===== src/rtl/sample_fetch_pkg.sv =====
`default_nettype none
// ---------------------------------------------------------------------------
// sample_fetch_pkg : shared widths and index helpers for the sample fetcher
// Revision: 1.0
// ---------------------------------------------------------------------------
package sample_fetch_pkg;

  localparam int OVF_CNT_W = 16;

  // Minimum 1 so that degenerate counters still get a real bit.
  function automatic int clog2(input int value);
    int r;
    r = 0;
    for (int i = 0; i < 31; i++) begin
      if ((1 << i) < value) r = i + 1;
    end
    return (r < 1) ? 1 : r;
  endfunction

  function automatic int tap_lsb(input int ch, input int slot,
                                 input int s_depth, input int s_width);
    return (ch * s_depth + slot) * s_width;
  endfunction

endpackage
`default_nettype wire


===== src/rtl/sample_fetch_fifo.sv =====
`default_nettype none
// ---------------------------------------------------------------------------
// Fifo : power-of-two circular buffer; occupancy is tracked by the caller
// Revision: 1.0
// ---------------------------------------------------------------------------
module Fifo
  import sample_fetch_pkg::*;
#(
  parameter int WIDTH = 8,
  parameter int DEPTH = 4
) (
  input  logic             clk,
  input  logic             reset,
  input  logic             clear,
  input  logic             push,
  input  logic             pop,
  input  logic [WIDTH-1:0] wr_data,
  output logic [WIDTH-1:0] rd_data
);

  localparam int PTR_W = clog2(DEPTH);

  logic [WIDTH-1:0] mem_q [DEPTH];
  logic [WIDTH-1:0] mem_d [DEPTH];
  logic [PTR_W-1:0] wr_ptr_q, wr_ptr_d;
  logic [PTR_W-1:0] rd_ptr_q, rd_ptr_d;

  always_comb begin
    mem_d    = mem_q;
    wr_ptr_d = wr_ptr_q;
    rd_ptr_d = rd_ptr_q;
    if (clear) begin
      wr_ptr_d = '0;
      rd_ptr_d = '0;
    end else begin
      if (push) begin
        mem_d[wr_ptr_q] = wr_data;
        wr_ptr_d        = wr_ptr_q + PTR_W'(1);
      end
      if (pop) rd_ptr_d = rd_ptr_q + PTR_W'(1);
    end
  end

  always_ff @(posedge clk) begin
    if (reset) begin
      mem_q    <= '{default: '0};
      wr_ptr_q <= '0;
      rd_ptr_q <= '0;
    end else begin
      mem_q    <= mem_d;
      wr_ptr_q <= wr_ptr_d;
      rd_ptr_q <= rd_ptr_d;
    end
  end

  assign rd_data = mem_q[rd_ptr_q];

endmodule
`default_nettype wire


===== src/rtl/sample_fetch_shift_register.sv =====
`default_nettype none
// ---------------------------------------------------------------------------
// Shift_Register : tap-delay line, slot 0 newest, clearable
// Revision: 1.0
// ---------------------------------------------------------------------------
module Shift_Register #(
  parameter int WIDTH = 8,
  parameter int DEPTH = 4
) (
  input  logic                   clk,
  input  logic                   reset,
  input  logic                   clear,
  input  logic                   shift,
  input  logic [WIDTH-1:0]       din,
  output logic [DEPTH*WIDTH-1:0] taps
);

  logic [DEPTH*WIDTH-1:0] taps_q, taps_d;

  always_comb begin
    taps_d = taps_q;
    if (clear) begin
      taps_d = '0;
    end else if (shift) begin
      taps_d[0 +: WIDTH] = din;
      for (int k = 1; k < DEPTH; k++) begin
        taps_d[k*WIDTH +: WIDTH] = taps_q[(k-1)*WIDTH +: WIDTH];
      end
    end
  end

  always_ff @(posedge clk) begin
    if (reset) taps_q <= '0;
    else       taps_q <= taps_d;
  end

  assign taps = taps_q;

endmodule
`default_nettype wire


===== src/rtl/multi_chan_sample_fetch.sv =====
`default_nettype none
// ---------------------------------------------------------------------------
// multi_chan_sample_fetch : N-channel sample FIFO feeding per-channel tap lines
// Revision: 1.0
// ---------------------------------------------------------------------------
module multi_chan_sample_fetch
  import sample_fetch_pkg::*;
#(
  parameter int S_WIDTH     = 24,
  parameter int S_DEPTH     = 29,
  parameter int N_CH        = 2,
  parameter int FIFO_DEPTH  = 4,
  parameter int AFULL_LEVEL = FIFO_DEPTH - 1,
  parameter int DECIM       = 1
) (
  input  logic                              clk,
  input  logic                              reset,
  input  logic                              flush,
  input  logic                              in_valid,
  input  logic [N_CH*S_WIDTH-1:0]           in_data,
  output logic                              in_stop,
  input  logic                              can_shift,
  input  logic                              ovf_clr,
  output logic [N_CH*S_DEPTH*S_WIDTH-1:0]   taps,
  output logic                              shift_pulse,
  output logic                              window_valid,
  output logic                              frame_ready,
  output logic                              empty,
  output logic [clog2(FIFO_DEPTH+1)-1:0]    level,
  output logic                              overflow,
  output logic [OVF_CNT_W-1:0]              ovf_count
);

  localparam int WORD_W = N_CH * S_WIDTH;
  localparam int LVL_W  = clog2(FIFO_DEPTH + 1);
  localparam int FILL_W = clog2(S_DEPTH + 1);
  localparam int PH_W   = clog2(DECIM);

  logic [LVL_W-1:0]     level_q, level_d;
  logic [FILL_W-1:0]    fill_q, fill_d;
  logic [PH_W-1:0]      phase_q, phase_d;
  logic                 empty_q, empty_d;
  logic                 shift_pulse_q, shift_pulse_d;
  logic                 frame_ready_q, frame_ready_d;
  logic                 overflow_q, overflow_d;
  logic [OVF_CNT_W-1:0] ovf_count_q, ovf_count_d;

  logic              fifo_full;
  logic              fifo_empty;
  logic              push;
  logic              shift;
  logic              drop;
  logic [WORD_W-1:0] fifo_rd_data;

  // Full comes from the pre-cycle level, so a same-cycle pop never frees a slot.
  assign fifo_full  = (level_q == LVL_W'(FIFO_DEPTH));
  assign fifo_empty = (level_q == '0);
  assign push       = in_valid & ~fifo_full & ~flush;
  assign shift      = can_shift & ~fifo_empty & ~flush;
  assign drop       = in_valid & fifo_full & ~flush;

  always_comb begin
    level_d       = level_q;
    fill_d        = fill_q;
    phase_d       = phase_q;
    empty_d       = fifo_empty;
    shift_pulse_d = shift;
    frame_ready_d = 1'b0;
    overflow_d    = overflow_q;
    ovf_count_d   = ovf_count_q;

    if (flush) begin
      level_d = '0;
      fill_d  = '0;
      phase_d = '0;
    end else begin
      level_d = level_q + LVL_W'(push) - LVL_W'(shift);
      if (shift && (fill_q != FILL_W'(S_DEPTH))) fill_d = fill_q + FILL_W'(1);
      // Decimation only counts shifts that land on a fully primed window.
      if (shift && (fill_d == FILL_W'(S_DEPTH))) begin
        frame_ready_d = (phase_q == '0);
        phase_d       = (phase_q == PH_W'(DECIM - 1)) ? '0 : phase_q + PH_W'(1);
      end
    end

    if (drop) begin
      overflow_d = 1'b1;
      if (ovf_clr)           ovf_count_d = OVF_CNT_W'(1);
      else if (~&ovf_count_q) ovf_count_d = ovf_count_q + OVF_CNT_W'(1);
    end else if (ovf_clr) begin
      overflow_d  = 1'b0;
      ovf_count_d = '0;
    end
  end

  always_ff @(posedge clk) begin
    if (reset) begin
      level_q       <= '0;
      fill_q        <= '0;
      phase_q       <= '0;
      empty_q       <= 1'b1;
      shift_pulse_q <= 1'b0;
      frame_ready_q <= 1'b0;
      overflow_q    <= 1'b0;
      ovf_count_q   <= '0;
    end else begin
      level_q       <= level_d;
      fill_q        <= fill_d;
      phase_q       <= phase_d;
      empty_q       <= empty_d;
      shift_pulse_q <= shift_pulse_d;
      frame_ready_q <= frame_ready_d;
      overflow_q    <= overflow_d;
      ovf_count_q   <= ovf_count_d;
    end
  end

  Fifo #(
    .WIDTH (WORD_W),
    .DEPTH (FIFO_DEPTH)
  ) u_fifo (
    .clk     (clk),
    .reset   (reset),
    .clear   (flush),
    .push    (push),
    .pop     (shift),
    .wr_data (in_data),
    .rd_data (fifo_rd_data)
  );

  for (genvar c = 0; c < N_CH; c++) begin : g_chan
    Shift_Register #(
      .WIDTH (S_WIDTH),
      .DEPTH (S_DEPTH)
    ) u_taps (
      .clk   (clk),
      .reset (reset),
      .clear (flush),
      .shift (shift),
      .din   (fifo_rd_data[c*S_WIDTH +: S_WIDTH]),
      .taps  (taps[tap_lsb(c, 0, S_DEPTH, S_WIDTH) +: S_DEPTH*S_WIDTH])
    );
  end

  assign level        = level_q;
  assign empty        = empty_q;
  assign in_stop      = (level_q >= LVL_W'(AFULL_LEVEL));
  assign window_valid = (fill_q == FILL_W'(S_DEPTH));
  assign shift_pulse  = shift_pulse_q;
  assign frame_ready  = frame_ready_q;
  assign overflow     = overflow_q;
  assign ovf_count    = ovf_count_q;

endmodule
`default_nettype wire

===== config.mk =====
export PLATFORM = sky130hd
export DESIGN_NAME = multi_chan_sample_fetch
export DESIGN_NICKNAME = d
export VERILOG_FILES = /design/src/rtl/sample_fetch_pkg.sv /design/src/rtl/sample_fetch_fifo.sv /design/src/rtl/sample_fetch_shift_register.sv /design/src/rtl/multi_chan_sample_fetch.sv
export SDC_FILE = /design/constraint.sdc
export NUM_CORES = 2
export LEC_CHECK = 0
export CAP_MARGIN = 20
export CELL_PAD_IN_SITES_DETAIL_PLACEMENT = 0
export CELL_PAD_IN_SITES_GLOBAL_PLACEMENT = 1
export CORE_AREA = 2 2 568 570
export DETAILED_ROUTE_END_ITERATION = 16
export DIE_AREA = 0 0 570 572
export GPL_TIMING_DRIVEN = 0
export PLACE_DENSITY_LB_ADDON = 0.1
export SYNTH_ARGS = -nofsm -noshare
export SYNTH_HDL_FRONTEND = slang
export SYNTH_HIERARCHICAL = 1
export SYNTH_SLANG_ARGS = --single-unit

===== constraint.sdc =====
create_clock -name clk -period 5.3 [get_ports clk]
set_clock_uncertainty 0.05 [all_clocks]
set_input_delay 1.59 -clock clk [delete_from_list [all_inputs] [get_ports clk]]
set_output_delay 1.59 -clock clk [all_outputs]
set_load 0.1 [all_outputs]

# Word-level counts from Yosys, hierarchy flattened
# Index checks and enable logic that the tools add are counted.
[word_totals]
latchBits = 0
register_bits = 1617
romBits = 0
out_inout_bits = 1417
ramBits = 0
n_memories = 0
[op_classes]
multipliers = 0
n_div = 0
reduce_logical = 10
eq_ne = 5
shifts = 0
mux = 15
order_cmp = 4
n_bitwise = 13
addsub = 7
[ops]
columns = ["op", "count"]
rows = [
  ["$bwmux 192", 1],
  ["$mux 48", 3],
  ["$bmux 48 s2", 1],
  ["$demux 48 s2", 1],
  ["$mux 16", 4],
  ["$add 16x1->16 const B", 1],
  ["$reduce_and 16->1", 1],
  ["$eq 5x5->1 const B", 2],
  ["$mux 5", 2],
  ["$and 1x1->1", 6],
  ["$ge 3x3->1 const B", 2],
  ["$not 2->3", 2],
  ["$add 5x1->5 const B", 1],
  ["$ne 5x5->1 const B", 1],
  ["$not 1->1", 5],
  ["$add 2x1->2 const B", 2],
  ["$reduce_and 2->1", 2],
  ["$add 3x1->3", 1],
  ["$eq 3x3->1 const B", 1],
  ["$ge 3x2->1 const B", 1],
  ["$logic_and 1x1->1", 3],
  ["$logic_not 3->1", 1],
  ["$lt 3x1->1 const B", 1],
  ["$mux 1", 3],
  ["6 further kinds", 6],
]

# Logic depth before layout (Yosys ltp)
[logic_depth]
word_depth = 11
ltp_mapped = 9
ltp_nobuf = 9

# By module
# The synthesis kept the hierarchy.
[modules_own_cells]
columns = ["mod", "cells_per_inst", "seq_area_each_um2", "area_each_um2", "n_inst"]
rows = [
  ["Shift_Register", 2245, 13933.4, 24989.0, 2],
  ["Fifo", 760, 3923.8, 9077.5, 1],
  ["multi_chan_sample_fetch", 182, 560.5, 1544.0, 1],
]

# Least setup slack after synthesis
# OpenSTA, ideal clock, no wires.
[synth_timing]
kind = "reg2out"
from = "register level_q[1] (netlist: level[1])"
to = "output in_stop"
path_stages_with_launch = 4
t_arrival_ps = 2076
slack_ps = 1584
t_required_ps = 3660
path_cell_list = "dfxtp_1 ha_1 o21ai_0 nand2_1"
[synth_via]
elab_chain_cells = 1
[synth_rtl]
columns = ["item", "line", "rtl"]
rows = [
  ["start, declared", "multi_chan_sample_fetch.sv:39", "logic [LVL_W-1:0] level_q, level_d;"],
  ["start signal, assigned", "multi_chan_sample_fetch.sv:107", "level_q <= level_d;"],
  ["$ge 3x2->1", "multi_chan_sample_fetch.sv:147", "assign in_stop = (level_q >= LVL_W'(AFULL_LEVEL));"],
  ["end, declared", "multi_chan_sample_fetch.sv:21", "output logic in_stop,"],
]
# Every way passes these cells.

# Final worst setup path
[layout_timing]
from = "register g_chan[1].u_taps.taps_q[105]"
to = "output taps[801]"
[layout_lines]
columns = ["item", "line", "rtl"]
rows = [
  ["start, declared", "sample_fetch_shift_register.sv:18", "logic [DEPTH*WIDTH-1:0] taps_q, taps_d;"],
  ["start signal, assigned", "sample_fetch_shift_register.sv:34", "else taps_q <= taps_d;"],
  ["end, declared", "multi_chan_sample_fetch.sv:24", "output logic [N_CH*S_DEPTH*S_WIDTH-1:0] taps,"],
]
# No word-level cell between the ends.

==> out/qor.txt <==
run status -> finished, final reports clean
largest net degree at the start of global routing -> 15
EDFF count, synth -> 0
# IOs -> 1471
Layout Nets -> 7291
non-filler instance count after layout -> 11609
Critical-path top delay cell -> clkdlybuf4s50_1
hpwl dp -> 254000 um
num rows -> 208
Detail Route Antenna Nets -> 0
Slew HR -> 17.60%
fillcell total -> 33228
# DRC -> 0
Tot GR Track Use -> 18.16%
total CTS buffers -> 209
drt total wl -> 309200 um
Root Buffer -> clkbuf_16
Buf/Inv on CP -> 1
Die Span Y -> 572 um
min Tclk post-route -> 4.888 ns
Pins Over Slew Limit -> 0
cell accounting for the most synthesized area -> dfxtp_1
crit-path leading delay family -> buffers and inverters
DP Cell Count -> 11212
layout cell share with drive strength beyond 1 -> 11.41%
Area Overhead vs Synth -> 48.56%
worst vdd ir -> 0.2187 mV
TritonRoute pass-1 iters -> 5
hold buffer count at cts -> 0
Avg WL per Cell -> 26.63 um
Total Die Area -> 326000 um2
top cell type's share of synthesized area -> 53.39%
Final setup viols -> 0
Die X -> 570 um
CP max FO -> 3
cells after synthesis -> 5432
routability cong. -> 0.8055
initial core utilization -> 18.95%
RSZ-0062 raised after global routing -> false
Critical Path RT -> 3.66 ns
CORE AREA -> 319800 um2
most common cell after layout, fill and taps aside -> dfxtp_1
total gr overflow -> 0
Synth async-reset ratio -> 0%
Synth area leaders -> dfxtp_1, mux2i_1, nor2_1, buf_6, nand2b_1
multi-input gate area in the final layout -> 24780 um2
Synthesized Nets -> 5497
Clock Latency Late Sink -> 0.86 ns
final hold viol count -> 0
H-Tree Level Count -> 4
initial antenna violation count -> 51
CTS tree -> done
number of synthesized register bits -> 1616
max_cap viols -> 0
Pleak -> 0.02983 uW
worst-case clock buffer depth -> 4
final worst path period share -> 92.23%
sequential area share after synthesis -> 53.39%
CP peak stage delay -> 1.38 ns
worst-margin pin slew -> 1.232 ns
Synth Cell Area -> 60600 um2
most frequent cells in the layout -> dfxtp_1, mux2i_1, clkdlybuf4s50_1
Setup CP Type -> register to primary output
Port Buffers -> 1470
Unique masters post-synth -> 52
top_reg_cell synth -> dfxtp_1
CTS Sinks -> 1616
register area -> 32350 um2
Ys Warns -> 6
vias per inst -> 3.941
PostCTS Resize Cnt -> 0
Power Density -> 307.8 nW/um2
vias in the first global route -> 44964
Worst Setup Start Kind -> register
fmax -> 204.6 MHz
Syn Area/Cell -> 11.16 um2
CP cell instances -> clkdlybuf4s50_1
routed vias -> 45754
CP Data Arrival Time -> 3.25 ns
Fin Setup TNS -> 0 ns
first-pass GRT wire length -> 410900 um
initial drt markers -> 2026
Reg clk slew, reported paths -> 0.06 ns
worst min path class -> register to register
setup repair bufs after CTS -> 0
CP endpoint kind -> primary output
routing by layer:
layer  up-vias  part of all wire [%]  global-route usage, %
met1     22240                    44                  23.12
met4        28                   2.0                  3.760
met3       303                   6.6                  4.808
met2      1286                    48                  30.63
li1      21897                     -                      -
met5         -                 0.060                      0
Yosys cell counts (6+ instances only):
cell type,number
buf_6,247
nand2b_1,244
ha_1,10
xnor2_1,12
mux2i_1,1587
buf_4,8
inv_1,15
buf_2,80
a21oi_1,9
clkbuf_1,46
dfxtp_1,1616
mux4_2,48
nand3_1,6
nor2_1,1413
nand4_1,7
nand2_1,12
nor3_1,8
area by class of cell:
cell class,instances,area share (%)
diodes,15,0.04169
plain buffers,381,3.793
clock buffers,332,7.171
multi-input cells,3420,27.52
clock inverters,47,0.6296
flip-flops and latches,1616,35.94
repair buffers,1583,19.01
well taps,4200,5.837
inverters,15,0.06254
sequential cells by signal, summed over array words and instances (netlist names):
name                flops
ovf_count              16
level                   3
u_fifo/mem_q          192
empty                   1
g_chan.u_taps/taps   1392
u_fifo/wr_ptr_q         2
overflow                1
fill_q                  5
frame_ready             1
shift_pulse             1
u_fifo/rd_ptr_q         2
stage by stage:
step                      hold WS, ns  setup WS (ns)  utilization, %  power, uW  area, um2
after detailed placement       0.4105         0.1123           25.92      13370      82910
final                          0.4208         0.4119           28.15      27710      90030
after global routing           0.4328         0.3866           28.14      28790      89990
after floorplan                0.3955          1.584               -      13050      60600
after global placement         0.4059         0.1305           25.19      13370      80570
after CTS                      0.4213         0.3734           28.12      28310      89930
where the power goes:
part / total [uW] / switching, uW / internal [uW] / leakage [uW]
Combinational: 901 / 549 / 352 / 0.0133
Clock: 14600 / 5840 / 8790 / 0.00348
Sequential: 12200 / 11.0 / 12200 / 0.0130
worst paths after layout:
kind / to / slack, ns / depth (start not counted) / from
setup / recovery: taps[801] / 0.41 / 1 / g_chan[1].u_taps/taps[105]
hold reg to reg: u_fifo/mem_q[127] / 0.42 / 2 / u_fifo/mem_q[127]
setup reg to reg: g_chan[1].u_taps/taps[125] / 2.15 / 8 / level[1]
hold / removal: u_fifo/mem_q[127] / 0.42 / 2 / u_fifo/mem_q[127]
cells by family (layout without fill, tap and decap cells):
family,Yosys count,count (layout),share of synthesized area [%]
AOI/OAI and AO/OA,30,30,0.3200
xor gates and xnor gates,17,17,0.2457
adders and majority gates,11,11,0.2395
buffers and inverters,396,2358,5.728
DFF,1616,1616,53.39
muxes,1635,1635,28.00
other,0,15,0
and+or+nand+nor,1727,1727,12.08
No activity file was read; power rests on OpenSTA's default activity.
